==> src/rtl/packet_tx_framer.sv <==
// packet_tx_framer: frames each START request into HEADER, SEQ, payload bytes and checksum on a valid/ready byte stream
// Ports: CLK/RESET_N clock and async active-low reset; START launch request; PAYLOAD word captured at launch;
//        TX_DATA/TX_VALID/TX_READY/TX_LAST byte stream; BUSY in flight or pending; DROP discarded request; SEQ packet number
module packet_tx_framer #(
   parameter int unsigned PAYLOAD_BYTES = 4,
   parameter logic [7:0]  HEADER        = 8'hA5
) (
   input  logic                       CLK,
   input  logic                       RESET_N,
   input  logic                       START,
   input  logic [8*PAYLOAD_BYTES-1:0] PAYLOAD,
   output logic [7:0]                 TX_DATA,
   output logic                       TX_VALID,
   input  logic                       TX_READY,
   output logic                       TX_LAST,
   output logic                       BUSY,
   output logic                       DROP,
   output logic [7:0]                 SEQ
);
   localparam int         W        = 8 * PAYLOAD_BYTES;
   localparam logic [3:0] LAST_IDX = 4'(PAYLOAD_BYTES - 1);
   typedef enum logic [2:0] {IDLE, HDR, SEQN, PAY, CSUM} state_t;
   state_t         state_q, state_d;
   logic           pend_q, pend_d, drop_q, drop_d;
   logic [W-1:0]   shreg_q, shreg_d;
   logic [7:0]     csum_q, csum_d, seq_q, seq_d;
   logic [3:0]     idx_q, idx_d;
   logic [7:0]     top_byte;
   logic           xfer, launch;
   assign top_byte = shreg_q[W-1 -: 8];
   assign xfer     = TX_VALID && TX_READY;
   // a queued request relaunches straight out of the CSUM transfer, giving back-to-back packets
   assign launch   = (state_q == IDLE && (START || pend_q)) || (state_q == CSUM && xfer && pend_q);
   always_comb begin
      state_d = state_q;
      shreg_d = shreg_q;
      csum_d  = csum_q;
      seq_d   = seq_q;
      idx_d   = idx_q;
      case (state_q)
         IDLE: state_d = IDLE;
         HDR:  if (xfer) state_d = SEQN;
         SEQN: if (xfer) begin
            state_d = PAY;
            csum_d  = csum_q + seq_q;
            idx_d   = 4'd0;
         end
         PAY:  if (xfer) begin
            csum_d  = csum_q + top_byte;
            shreg_d = shreg_q << 8;
            idx_d   = idx_q + 4'd1;
            state_d = (idx_q == LAST_IDX) ? CSUM : PAY;
         end
         CSUM: if (xfer) begin
            seq_d   = seq_q + 8'd1;
            state_d = IDLE;
         end
         default: state_d = IDLE;
      endcase
      if (launch) begin
         state_d = HDR;
         shreg_d = PAYLOAD;
         csum_d  = 8'd0;
         idx_d   = 4'd0;
      end
      // a START coinciding with a relaunch re-queues rather than being dropped
      pend_d = (START && state_q != IDLE) ? 1'b1 : launch ? 1'b0 : pend_q;
      drop_d = START && pend_q && !launch;
   end
   always_ff @(posedge CLK or negedge RESET_N) begin
      if (!RESET_N) begin
         state_q <= IDLE;
         pend_q  <= 1'b0;
         drop_q  <= 1'b0;
         shreg_q <= '0;
         csum_q  <= 8'd0;
         seq_q   <= 8'd0;
         idx_q   <= 4'd0;
      end else begin
         state_q <= state_d;
         pend_q  <= pend_d;
         drop_q  <= drop_d;
         shreg_q <= shreg_d;
         csum_q  <= csum_d;
         seq_q   <= seq_d;
         idx_q   <= idx_d;
      end
   end
   assign TX_VALID = state_q != IDLE;
   assign TX_LAST  = state_q == CSUM;
   assign TX_DATA  = (state_q == HDR)  ? HEADER :
                     (state_q == SEQN) ? seq_q :
                     (state_q == PAY)  ? top_byte :
                     (state_q == CSUM) ? csum_q : 8'h00;
   assign BUSY     = (state_q != IDLE) || pend_q;
   assign DROP     = drop_q;
   assign SEQ      = seq_q;
endmodule

==> config.mk <==
export PLATFORM = sky130hd
export DESIGN_NAME = packet_tx_framer
export DESIGN_NICKNAME = d
export VERILOG_FILES = /design/src/rtl/packet_tx_framer.sv
export SDC_FILE = /design/constraint.sdc
export NUM_CORES = 1
export LEC_CHECK = 0
export BUFFER_PORTS_ARGS = -buffer_cell sky130_fd_sc_hd__clkbuf_2
export CORE_UTILIZATION = 35
export CTS_BUF_LIST = sky130_fd_sc_hd__clkbuf_2
export CTS_CLUSTER_DIAMETER = 50
export DETAILED_ROUTE_END_ITERATION = 8
export PLACE_DENSITY = 0.55
export SLEW_MARGIN = 20
export SYNTH_ARGS = -nofsm -noshare
export SYNTH_HDL_FRONTEND = slang
export SYNTH_SLANG_ARGS = --single-unit
==> constraint.sdc <==
create_clock -name CLK -period 2.22 [get_ports CLK]
set_input_delay 0.333 -clock CLK [delete_from_list [all_inputs] [get_ports CLK]]
set_output_delay 0.333 -clock CLK [all_outputs]
set_load 0.01 [all_outputs]
==> metrics.md, run 1 <==
| Metric | Value |
|---|---|
| Status | `finished with violations` |
| Failing checks | `negative setup slack` |
| Buffers added on ports | `55` |
| Fin Hold WS | `0.0452 ns` |
| Crit path top cell by count | `o21a_1` |
| CP endpoint kind | `flip-flop` |
| Crit path launch type | `flip-flop` |
| Logic pwr share | `0.417` |
| GPL Wtd Cong | `0.861` |
| Fillcell total | `819` |
| Area delta synth->final | `29.8%` |
| Final Critical Period | `2.27 ns` |
| Dpl hpwl | `5.20 mm` |
| Worst Path Required | `2.62 ns` |
| Vias in the first global route | `2,413` |
| Deepest clock path buffer count | `2` |
| Final Cycle Share | `1.02` |
| Via count | `2,649` |
| Mapped Avg Cell Area | `9.09 um^2` |
| Root buf cell | `clkbuf_2` |
| Final WL | `7.65 mm` |
| WP buf/inv | `2` |
| N_diodes | `0` |
| Flop and latch count out of synthesis | `57` |
| Via-to-Cell Ratio | `5.02` |
| PwrDens | `1140 nW/um^2` |
| Core Area | `8260 um^2` |
| Initial antenna violation count | `0` |
| Initial drt markers | `185` |
| Unrepaired setup endpoints after global routing | `true` |
| # nets final | `464` |
| Fmax | `440 MHz` |
| GR Overflow Total | `0` |
| GRT Overall Usage | `0.182` |
| # Max-Cap Violations | `0` |
| H-tree depth | `3` |
| Crit path cell chain | `buf_6 > nor2b_4 > nand2_4 > nand2_2 > nand2_1 > ha_2 > inv_2 > fa_2 > nor2b_2 > o21ai_2 > a21boi_2 > o21a_1 > o21a_1 > o31ai_1` |
| WS Path Type | `reg -> reg` |
| First-pass GRT wire length | `12.2 mm` |
| Yosys Warn Count | `0` |
| Design Area, Final | `3910 um^2` |
| Net switching power | `1.75 mW` |
| Detailed Routing Iterations Pass 1 | `5` |
| Clk slew on worst S/H paths | `0.18 ns` |
| Die area | `8980 um^2` |
| Detailed-route DRC error count | `0` |
| Seq/Total Area, Yosys | `0.474` |
| HP Class | `in -> reg` |
| CTS buffer count | `9` |
| Setup Skew | `0.0288 ns` |
| Cell Int Power | `2.70 mW` |
| Flop pwr share | `0.368` |
| Chip Width | `94.7 um` |
| Post-route ant nets | `0` |
| Final Max Slew Viols | `0` |
| Distinct cell type count after synthesis | `43` |
| Tot Pwr | `4.44 mW` |
| Least-Margin Pin Slew | `0.575 ns` |
| Synth Instances | `331` |
| Starting density of the core | `0.365` |
| Sw Share | `0.393` |
| Worst-path maximum fanout | `5` |
| Number of cell rows | `33` |
| Sink Count | `57` |
| Final Setup Violations | `1` |
| CTS tree | `yes` |
| Clock power frac | `0.214` |
| CP peak stage delay | `0.45 ns` |
| Clk_lat worst skew | `0.50 ns` |
| Fin. Hold Viols | `0` |
| Peak supply drop | `0.417 mV` |
| Routed len/inst | `14.5 um` |
| Area of the mapped netlist | `3010 um^2` |
| Die Y | `94.7 um` |
| Slowest CP cell | `dfrtp_1` |
| Max_slew headroom | `0.616` |
| Worst setup margin | `-0.0547 ns` |
| Synthesized net count | `377` |
| Arr. time, crit path | `2.67 ns` |
| Fraction of layout cells with a size suffix above 1 | `0.296` |
| Lkg Pwr | `1.95 nW` |
| Largest net degree at the start of global routing | `42` |
| Critical path's top delay family | `compound AO/OA/AOI/OAI gates` |
| Placement Cell Area | `3510 um^2` |
| Ports | `56` |
==> final timing paths <==
kind | startpoint | end | slack, ns | cells after the start
max reg2reg | state_q[2] | csum_q[6] | -0.05 | 14
min | PAYLOAD[2] | shreg_q[2] | 0.05 | 3
min reg2reg | shreg_q[10] | shreg_q[18] | 0.49 | 2
max in group asynchronous | RESET_N | shreg_q[29] | 1.28 | 3
min in group asynchronous | RESET_N | SEQ[5] | 0.31 | 2
max | state_q[2] | csum_q[6] | -0.05 | 14
==> final cells by class <==
class | count | area (um^2) | share of cell area
Timing Repair Buffer | 95 | 648 | 0.166
Sequential cell | 57 | 1430 | 0.365
Tap cell | 105 | 131 | 0.0336
Clock buffer | 9 | 45.0 | 0.0115
Clock inverter | 7 | 125 | 0.0320
Inverter | 6 | 22.5 | 0.00577
Multi-Input combinational cell | 249 | 1510 | 0.386
==> timing repair <==
item / in CTS / in global routing
setup endpoints to repair: 6 / 12
setup buffers: 1 / 5
pin swaps: 2 / 6
gates resized for setup: 3 / 21
hold buffers: 11 / 0
hold endpoints to repair: 28 / 0
gates cloned: 0 / 0
==> metal layers <==
layer / up-vias / track usage / share of wire / routed length (um)
li1: 1321 / - / - / -
met1: 1256 / 0.266 / 0.47 / 3630
met2: 66 / 0.260 / 0.47 / 3600
met3: 6 / 0.0475 / 0.045 / 345
met4: 0 / 0.0593 / 0.010 / 77
met5: - / 0 / 0 / 0
==> synth_stat cells, drive strengths merged <==
cell type / n / share of area
nand2: 108 / 0.14
dfrtp: 57 / 0.47
a22oi: 30 / 0.075
o21ai: 25 / 0.042
buf: 17 / 0.044
nor2: 11 / 0.022
a21oi: 9 / 0.016
ha: 9 / 0.037
xnor2: 7 / 0.020
inv: 6 / 0.0075
nand3: 5 / 0.0083
xor2: 5 / 0.015
nor2b: 4 / 0.0083
nor3: 4 / 0.010
and3: 3 / 0.0062
nand2b: 3 / 0.0062
nand4: 3 / 0.0062
o21a: 3 / 0.0075
o22ai: 3 / 0.0062
o31ai: 3 / 0.0075
and4: 2 / 0.0058
clkbuf: 2 / 0.0025
a211o: 1 / 0.0029
a21boi: 1 / 0.0025
a21o: 1 / 0.0025
a22o: 1 / 0.0029
a2bb2oi: 1 / 0.0029
a31oi: 1 / 0.0021
fa: 1 / 0.0067
mux2: 1 / 0.0037
mux2i: 1 / 0.0033
nand3b: 1 / 0.0025
nor3b: 1 / 0.0025
o32ai: 1 / 0.0029
==> state kept, by name (all words and copies together) (netlist names) <==
register / count
DROP: 1
shreg_q: 32
idx_q: 4
SEQ: 8
state_q: 3
csum_q: 8
pend_q: 1
==> layout by cell type (no fill, tap or decap), drive strengths merged, types with 4 or more instances in the layout <==
cell         count
nor3             4
nand2          108
inv              9
dlygate4sd3     11
o21ai           25
a22oi           30
nor2b            4
xnor2            7
ha               9
a21oi            9
xor2             5
buf             31
dfrtp           57
nand3            5
nor2            11
clkbuf          62
==> metrics by stage <==
| step | instances | worst slack [ns] | TNS, ns | util |
|---|---|---|---|---|
| 2_1_floorplan | 331 | -0.0255 | -0.0255 | - |
| 3_3_place_gp | 496 | -0.0128 | -0.0128 | 0.426 |
| 3_5_place_dp | 496 | -0.0699 | -0.0699 | 0.426 |
| 4_1_cts | 524 | -0.0714 | -0.0804 | 0.462 |
| 5_1_grt | 528 | -0.156 | -0.324 | 0.473 |
| 6_report | 528 | -0.0547 | -0.0547 | 0.473 |
==> kinds of logic after synthesis <==
group	count (synthesis)	synth area share
and+or+nand+nor	145	0.214
adders and majority gates	10	0.0441
AOI/OAI and AO/OA	80	0.172
xor gates and xnor gates	12	0.0349
buffers and inverters	25	0.0540
DFF	57	0.474
muxes	2	0.00707
==> power groups by stage <==
stage | registers, mW | logic (mW) | clock network (mW)
2_1_floorplan | 1.57 | 1.24 | 0
3_3_place_gp | 1.64 | 1.69 | 0
3_5_place_dp | 1.65 | 1.71 | 0
4_1_cts | 1.62 | 1.74 | 0.978
5_1_grt | 1.68 | 2.08 | 1.03
6_report | 1.64 | 1.85 | 0.952
==> worst reg2reg max path, cell delays in order (launching register included) <==
cell and delay, ns:
dfrtp_1 0.45, buf_6 0.14, nor2b_4 0.13, nand2_4 0.08
nand2_2 0.06, nand2_1 0.05, ha_2 0.18, inv_2 0.05
fa_2 0.20, nor2b_2 0.05, o21ai_2 0.16, a21boi_2 0.08
o21a_1 0.20, o21a_1 0.16, o31ai_1 0.21
Note: power is estimated with default switching activity, not from simulation.
==> run 2: changes to the inputs <==
TNS_END_PERCENT = 20   (was not set)
==> metrics.md, run 2 (synthesis gave the netlist of run 1 again) <==
| Metric | Value |
|---|---|
| Status | `finished with violations` |
| Failing checks | `negative setup slack` |
| Clk slew on worst S/H paths | `0.18 ns (about the same)` |
| Peak supply drop | `0.419 mV (+0.52%)` |
| Starting density of the core | `0.365 (unchanged)` |
| Final Max Slew Viols | `0 (unchanged)` |
| Met2 Usage GRT | `0.260 (unchanged)` |
| Clock power frac | `0.216 (+0.002)` |
| Area delta synth->final | `28.8%` |
| Most Crowded Layer GR | `met1` |
| Fraction of layout cells with a size suffix above 1 | `0.289 (-0.00641)` |
| Slowest CP cell | `dfrtp_1` |
| Final Cycle Share | `1.02 (-0.00377)` |
| Detailed-route DRC error count | `0 (unchanged)` |
| Final Setup Violations | `1 (unchanged)` |
| Largest net degree at the start of global routing | `42 (unchanged)` |
| Fin. Hold Viols | `0 (unchanged)` |
| Logic pwr share | `0.414 (-0.003)` |
| CP endpoint kind | `flip-flop` |
| Vias in the first global route | `2,413 (unchanged)` |
| GRT Overall Usage | `0.182 (unchanged)` |
| Clk_lat worst skew | `0.51 ns (about the same)` |
| Met3 GRT Util | `0.0475 (unchanged)` |
| Die Y | `94.7 um (unchanged)` |
| CTS tree | `yes` |
| # Max-Cap Violations | `0 (unchanged)` |
| Final WL | `7.62 mm (-0.39%)` |
| Sink Count | `57 (unchanged)` |
| First-pass GRT wire length | `12.2 mm (unchanged)` |
| Die area | `8980 um^2 (unchanged)` |
| PwrDens | `1140 nW/um^2 (about the same)` |
| Setup Skew | `0.0286 ns (-0.000228 ns)` |
| CTS buffer count | `9 (unchanged)` |
| GPL Wtd Cong | `0.861 (unchanged)` |
| Routed len/inst | `14.5 um (-0.20%)` |
| Ports | `56 (unchanged)` |
| Via-to-Cell Ratio | `5.00 (-0.42%)` |
| CP peak stage delay | `0.43 ns (-0.02 ns)` |
| Worst-path maximum fanout | `5 (unchanged)` |
| R2R setup slack | `-0.05 ns (about the same)` |
| Dpl hpwl | `5.20 mm (unchanged)` |
| Detailed Routing Iterations Pass 1 | `4 (-1)` |
| Commonest non-fill, non-tap cell in the layout | `nand2_1` |
| Placed Cells | `496 (unchanged)` |
| Flop pwr share | `0.370 (+0.002)` |
| Fmax | `441 MHz (+0.37%)` |
| Worst Path Required | `2.62 ns (about the same)` |
| Worst setup margin | `-0.0464 ns (+0.00836 ns)` |
| N_diodes | `0 (unchanged)` |
| Sw Share | `0.393 (about the same)` |
| Deepest clock path buffer count | `2 (unchanged)` |
| Tot Pwr | `4.41 mW (-0.74%)` |
| Post-route ant nets | `0 (unchanged)` |
| Number of cell rows | `33 (unchanged)` |
| Crit path cell chain | `buf_4 > nor2b_4 > nand2_4 > nand2_2 > nand2_1 > ha_2 > inv_2 > fa_2 > nor2b_2 > o21ai_2 > a21boi_2 > o21a_1 > o21a_1 > o31ai_1` |
| Net switching power | `1.73 mW (-0.82%)` |
| Least-Margin Pin Slew | `0.559 ns (-0.0155 ns)` |
| Biggest register | `shreg_q` |
| Initial antenna violation count | `0 (unchanged)` |
| Core Area | `8260 um^2 (unchanged)` |
| HP Class | `in -> reg` |
| Fin Hold WS | `0.0351 ns (-0.0102 ns)` |
| WS Path Type | `reg -> reg` |
| Arr. time, crit path | `2.67 ns (about the same)` |
| Cell Int Power | `2.68 mW (-0.70%)` |
| GR Overflow Total | `0 (unchanged)` |
| Max_slew headroom | `0.627 (+0.0112)` |
| Root buf cell | `clkbuf_2` |
| Lkg Pwr | `1.95 nW (-0.25%)` |
| Met1 GRT Util | `0.266 (unchanged)` |
| H-tree depth | `3 (unchanged)` |
| Initial drt markers | `215 (+16%)` |
| Unrepaired setup endpoints after global routing | `true` |
| Commonest non-fill, non-tap cells in the layout | `104 x nand2_1, 63 x clkbuf_2, 57 x dfrtp_1` |
| Final Critical Period | `2.27 ns (-0.00836 ns)` |
| # nets final | `463 (-0.22%)` |
| Crit path launch type | `flip-flop` |
| Crit path top cell by count | `o21a_1` |
| Via count | `2,633 (-0.60%)` |
| Fin cells | `527 (-0.19%)` |
| Chip Width | `94.7 um (unchanged)` |
| Buffers added on ports | `55 (unchanged)` |
| Largest register FFs | `32 (unchanged)` |
run 2: cell count changes in the layout (fill, tap and decap cells not counted):
cell | before | now
clkbuf_2 | 62 | 63
a21oi_1 | 7 | 8
buf_6 | 2 | 1
ha_1 | 6 | 7
o21ai_0 | 11 | 16
o21ai_1 | 13 | 8
ha_4 | 2 | 1
a21oi_2 | 2 | 1
buf_2 | 2 | 1
run 2: final cells by class:
| class | count | area (um^2) |
|---|---|---|
| fillers | 827 | 4380 |
| multi-input cells | 249 | 1490 |
| flip-flops and latches | 57 | 1430 |
| repair buffers | 94 | 637 |
| well taps | 105 | 131 |
| clock inverters | 7 | 125 |
| clock buffers | 9 | 45.0 |
| inverters | 6 | 22.5 |
run 2: power by group through the flow:
stage	sequential, mW	clock [mW]	combinational [mW]
2_1_floorplan	1.57	0	1.24
3_3_place_gp	1.64	0	1.69
3_5_place_dp	1.65	0	1.71
4_1_cts	1.62	0.978	1.74
5_1_grt	1.67	1.03	2.06
6_report	1.63	0.953	1.83
run 2: worst max-delay path: cells and delay by family (launching register included):
kind | cells | cell delay [ns]
AND/OR/NAND/NOR | 5 | 0.37
AO/OA/AOI/OAI | 5 | 0.80
flip-flops | 1 | 0.43
buffers and inverters | 2 | 0.20
adder cells (fa/ha/maj) | 2 | 0.38
run 2: stage by stage:
stage / util / setup WS [ns] / cell area (um^2) / setup TNS [ns]
final: 0.470 / -0.0464 / 3880 / -0.0464
after global routing: 0.470 / -0.144 / 3880 / -0.507
after CTS: 0.462 / -0.0714 / 3810 / -0.0804
after detailed placement: 0.426 / -0.0699 / 3510 / -0.0699
after global placement: 0.426 / -0.0128 / 3510 / -0.0128
after floorplan: - / -0.0255 / 3040 / -0.0255
run 2: metal layers:
metal,part of all wire,routed length [um]
met3,0.039,296
met4,0.012,93
met1,0.48,3640
met5,0,0
met2,0.47,3590
run 2: path summary, 6_finish.rpt:
| kind | end | startpoint | depth (start not counted) |
|---|---|---|---|
| setup / recovery | csum_q[6] | state_q[2] | 14 |
| hold / removal | shreg_q[2] | PAYLOAD[2] | 3 |
| setup reg to reg | csum_q[6] | state_q[2] | 14 |
| hold reg to reg | shreg_q[18] | shreg_q[10] | 2 |
| max in group asynchronous | idx_q[0] | RESET_N | 3 |
| min in group asynchronous | SEQ[5] | RESET_N | 2 |
run 2: repair_timing:
action                     CTS  global route
pin swaps                    2             5
gates resized for setup      3            12
setup endpoints to repair    6            12
hold buffers                11             0
hold endpoints to repair    28             0
buffers inserted             1             4
==> run 3: changes to the inputs <==
CORE_UTILIZATION = 52   (was 35)
PLACE_DENSITY = 0.84   (was 0.55)
==> metrics.md, run 3 (synthesis gave the netlist of run 1 again) <==
| Metric | Value |
|---|---|
| Worst Path Required | `2.59 ns (-0.03 ns)` |
| Critical Path Source | `state_q[1]` |
| R2r worst-path depth | `13 (-1)` |
| Place WS | `-0.0953 ns (-0.0255 ns)` |
| Lkg Pwr | `1.85 nW (-4.9%)` |
| Final Max Slew Viols | `0 (unchanged)` |
| Final WL | `7.36 mm (-3.4%)` |
| R2R Path End | `csum_q[6]` |
| Worst setup margin | `-0.187 ns (-0.141 ns)` |
| H-tree depth | `3 (unchanged)` |
| Unrepaired setup endpoints after global routing | `true` |
| Via-to-Cell Ratio | `5.59 (+12%)` |
| Final core occ | `0.658 (+0.188)` |
| Detailed Routing Iterations Pass 1 | `5 (+1)` |
| Largest net degree at the start of global routing | `58 (+38%)` |
| Number of cell rows | `27 (-18%)` |
| Design Area, Final | `3640 um^2 (-6.0%)` |
| Commonest non-fill, non-tap cells in the layout | `105 x nand2_1, 63 x clkbuf_2, 57 x dfrtp_1` |
| Worst path depth | `13 (-1)` |
| PwrDens | `1100 nW/um^2 (-3.2%)` |
| N_diodes | `0 (unchanged)` |
| Placement Cell Area | `3450 um^2 (-1.9%)` |
| Fmax | `415 MHz (-5.8%)` |
| # Max-Cap Violations | `0 (unchanged)` |
| Least-Margin Pin Slew | `0.715 ns (+0.156 ns)` |
| Clk slew on worst S/H paths | `0.19 ns (about the same)` |
| Largest register FFs | `32 (unchanged)` |
| Die Y | `78.1 um (-18%)` |
| CP peak stage delay | `0.45 ns (+0.02 ns)` |
| Post-route ant nets | `0 (unchanged)` |
| Crit path launch type | `flip-flop` |
| Worst-path maximum fanout | `6 (+1)` |
| Reg-to-reg startpoint | `state_q[1]` |
| Initial drt markers | `308 (+43%)` |
| Setup Skew | `0.0314 ns (+0.00281 ns)` |
| HP Start | `PAYLOAD[1]` |
| Sink Count | `57 (unchanged)` |
| Final Setup Violations | `3 (+2)` |
| First-pass GRT wire length | `11.8 mm (-3.7%)` |
| Failing checks | `negative setup slack` |
| Buffers added on ports | `55 (unchanged)` |
| GR Overflow Total | `0 (unchanged)` |
| Critical path's top delay family | `compound AO/OA/AOI/OAI gates` |
| Arr. time, crit path | `2.77 ns (+0.10 ns)` |
| Peak supply drop | `0.587 mV (+40%)` |
| R2R setup slack | `-0.19 ns (-0.14 ns)` |
| CTS tree | `yes` |
| Slowest CP cell | `dfrtp_1` |
| Ports | `56 (unchanged)` |
| Fin cells | `486 (-7.8%)` |
| Crit path capture | `csum_q[6]` |
| Crit path cell chain | `nor2b_2 > nand2_4 > nand2_1 > nand2_1 > ha_2 > inv_2 > fa_2 > nor2b_2 > o21ai_2 > a21boi_1 > o21a_1 > nor3_2 > o31ai_1` |
| Final Cycle Share | `1.08 (+0.0633)` |
| Final Critical Period | `2.41 ns (+0.141 ns)` |
| Detailed-route DRC error count | `0 (unchanged)` |
| Clk_lat worst skew | `0.47 ns (-0.04 ns)` |
| GRT Overall Usage | `0.248 (+0.0659)` |
| Starting density of the core | `0.543 (+0.179)` |
| HP Class | `in -> reg` |
| Root buf cell | `clkbuf_2` |
| Commonest non-fill, non-tap cell in the layout | `nand2_1` |
| WS Path Type | `reg -> reg` |
| Chip Width | `78.1 um (-18%)` |
| # nets final | `455 (-1.7%)` |
| CTS buffer count | `9 (unchanged)` |
| Dpl hpwl | `4.97 mm (-4.5%)` |
| Die area | `6100 um^2 (-32%)` |
| CP endpoint kind | `flip-flop` |
| Total Neg Setup Slack | `-0.379 ns (-0.332 ns)` |
| Initial antenna violation count | `0 (unchanged)` |
| GPL Wtd Cong | `0.917 (+6.4%)` |
| Fin. Hold Viols | `0 (unchanged)` |
| Placed Cells | `463 (-6.7%)` |
| Deepest clock path buffer count | `2 (unchanged)` |
| Core Area | `5540 um^2 (-33%)` |
| WP buf/inv | `1 (-1)` |
| Via count | `2,716 (+3.2%)` |
| Max_slew headroom | `0.523 (-0.104)` |
| Fraction of layout cells with a size suffix above 1 | `0.292 (+0.00317)` |
| Routed len/inst | `15.2 um (+4.8%)` |
| Vias in the first global route | `2,544 (+5.4%)` |
| Status | `finished with violations` |
| Area delta synth->final | `21.1%` |
| Biggest register | `shreg_q` |
## run 3: cell count changes in the layout (fill, tap and decap cells not counted), moves of 2 or more
cell	change
buf_4	+4
bufinv_16	-3
inv_6	-2
clkinv_2	+2
buf_12	-2
dlygate4sd3_1	-10
clkinvlp_4	+2
## run 3: through the flow
stage | hold WS (ns) | total power [mW]
final | 0.0413 | 4.01
after global routing | 0.0287 | 4.29
after CTS | 0.0119 | 3.87
after detailed placement | 0.464 | 3.32
after global placement | 0.458 | 3.24
after floorplan | 0.0374 | 2.82
## run 3: area by class of cell
| cell class | count | area, um^2 |
|---|---|---|
| Sequential cell | 57 | 1430 |
| Timing Repair Buffer | 86 | 527 |
| Tap cell | 72 | 90.1 |
| Inverter | 6 | 22.5 |
| Fill cell | 460 | 1900 |
| Clock inverter | 7 | 46.3 |
| Multi-Input combinational cell | 249 | 1490 |
| Clock buffer | 9 | 45.0 |
## run 3: routing by layer
metal / wire, um / up-vias / global-route usage / part of all wire
li1: - / 1294 / - / -
met1: 3270 / 1299 / 0.343 / 0.44
met2: 3600 / 108 / 0.386 / 0.49
met3: 363 / 15 / 0.0512 / 0.049
met4: 135 / 0 / 0.0944 / 0.018
met5: 0 / - / 0 / 0
## run 3: worst min path at each step
stage                        endpoint  slack, ns  cells after the start
final                      shreg_q[1]       0.04                      3
after CTS                  shreg_q[5]       0.01                      3
after global placement    shreg_q[12]       0.46                      2
after global routing       shreg_q[5]       0.03                      3
after floorplan                  DROP       0.04                      0
after detailed placement  shreg_q[11]       0.46                      2
## run 3: where the power goes
part	internal (mW)	switching (mW)
Clock	0.145	0.406
Sequential	1.37	0.267
Combinational	0.792	1.03
## run 3: worst reg2reg max path, stage by stage, from the launching register on
cell	delay, ns
dfrtp_1	0.45
nor2b_2	0.19
nand2_4	0.09
nand2_1	0.07
nand2_1	0.07
ha_2	0.18
inv_2	0.05
fa_2	0.38
nor2b_2	0.15
o21ai_2	0.08
a21boi_1	0.18
o21a_1	0.20
nor3_2	0.05
o31ai_1	0.20
## run 3: timing repair
item | in CTS | in global routing
hold buffers | 1 | 0
setup buffers | 1 | 5
pin swaps | 2 | 8
endpoints found under the setup margin | 4 | 5
resized for setup | 2 | 11
hold endpoints to repair | 27 | 0
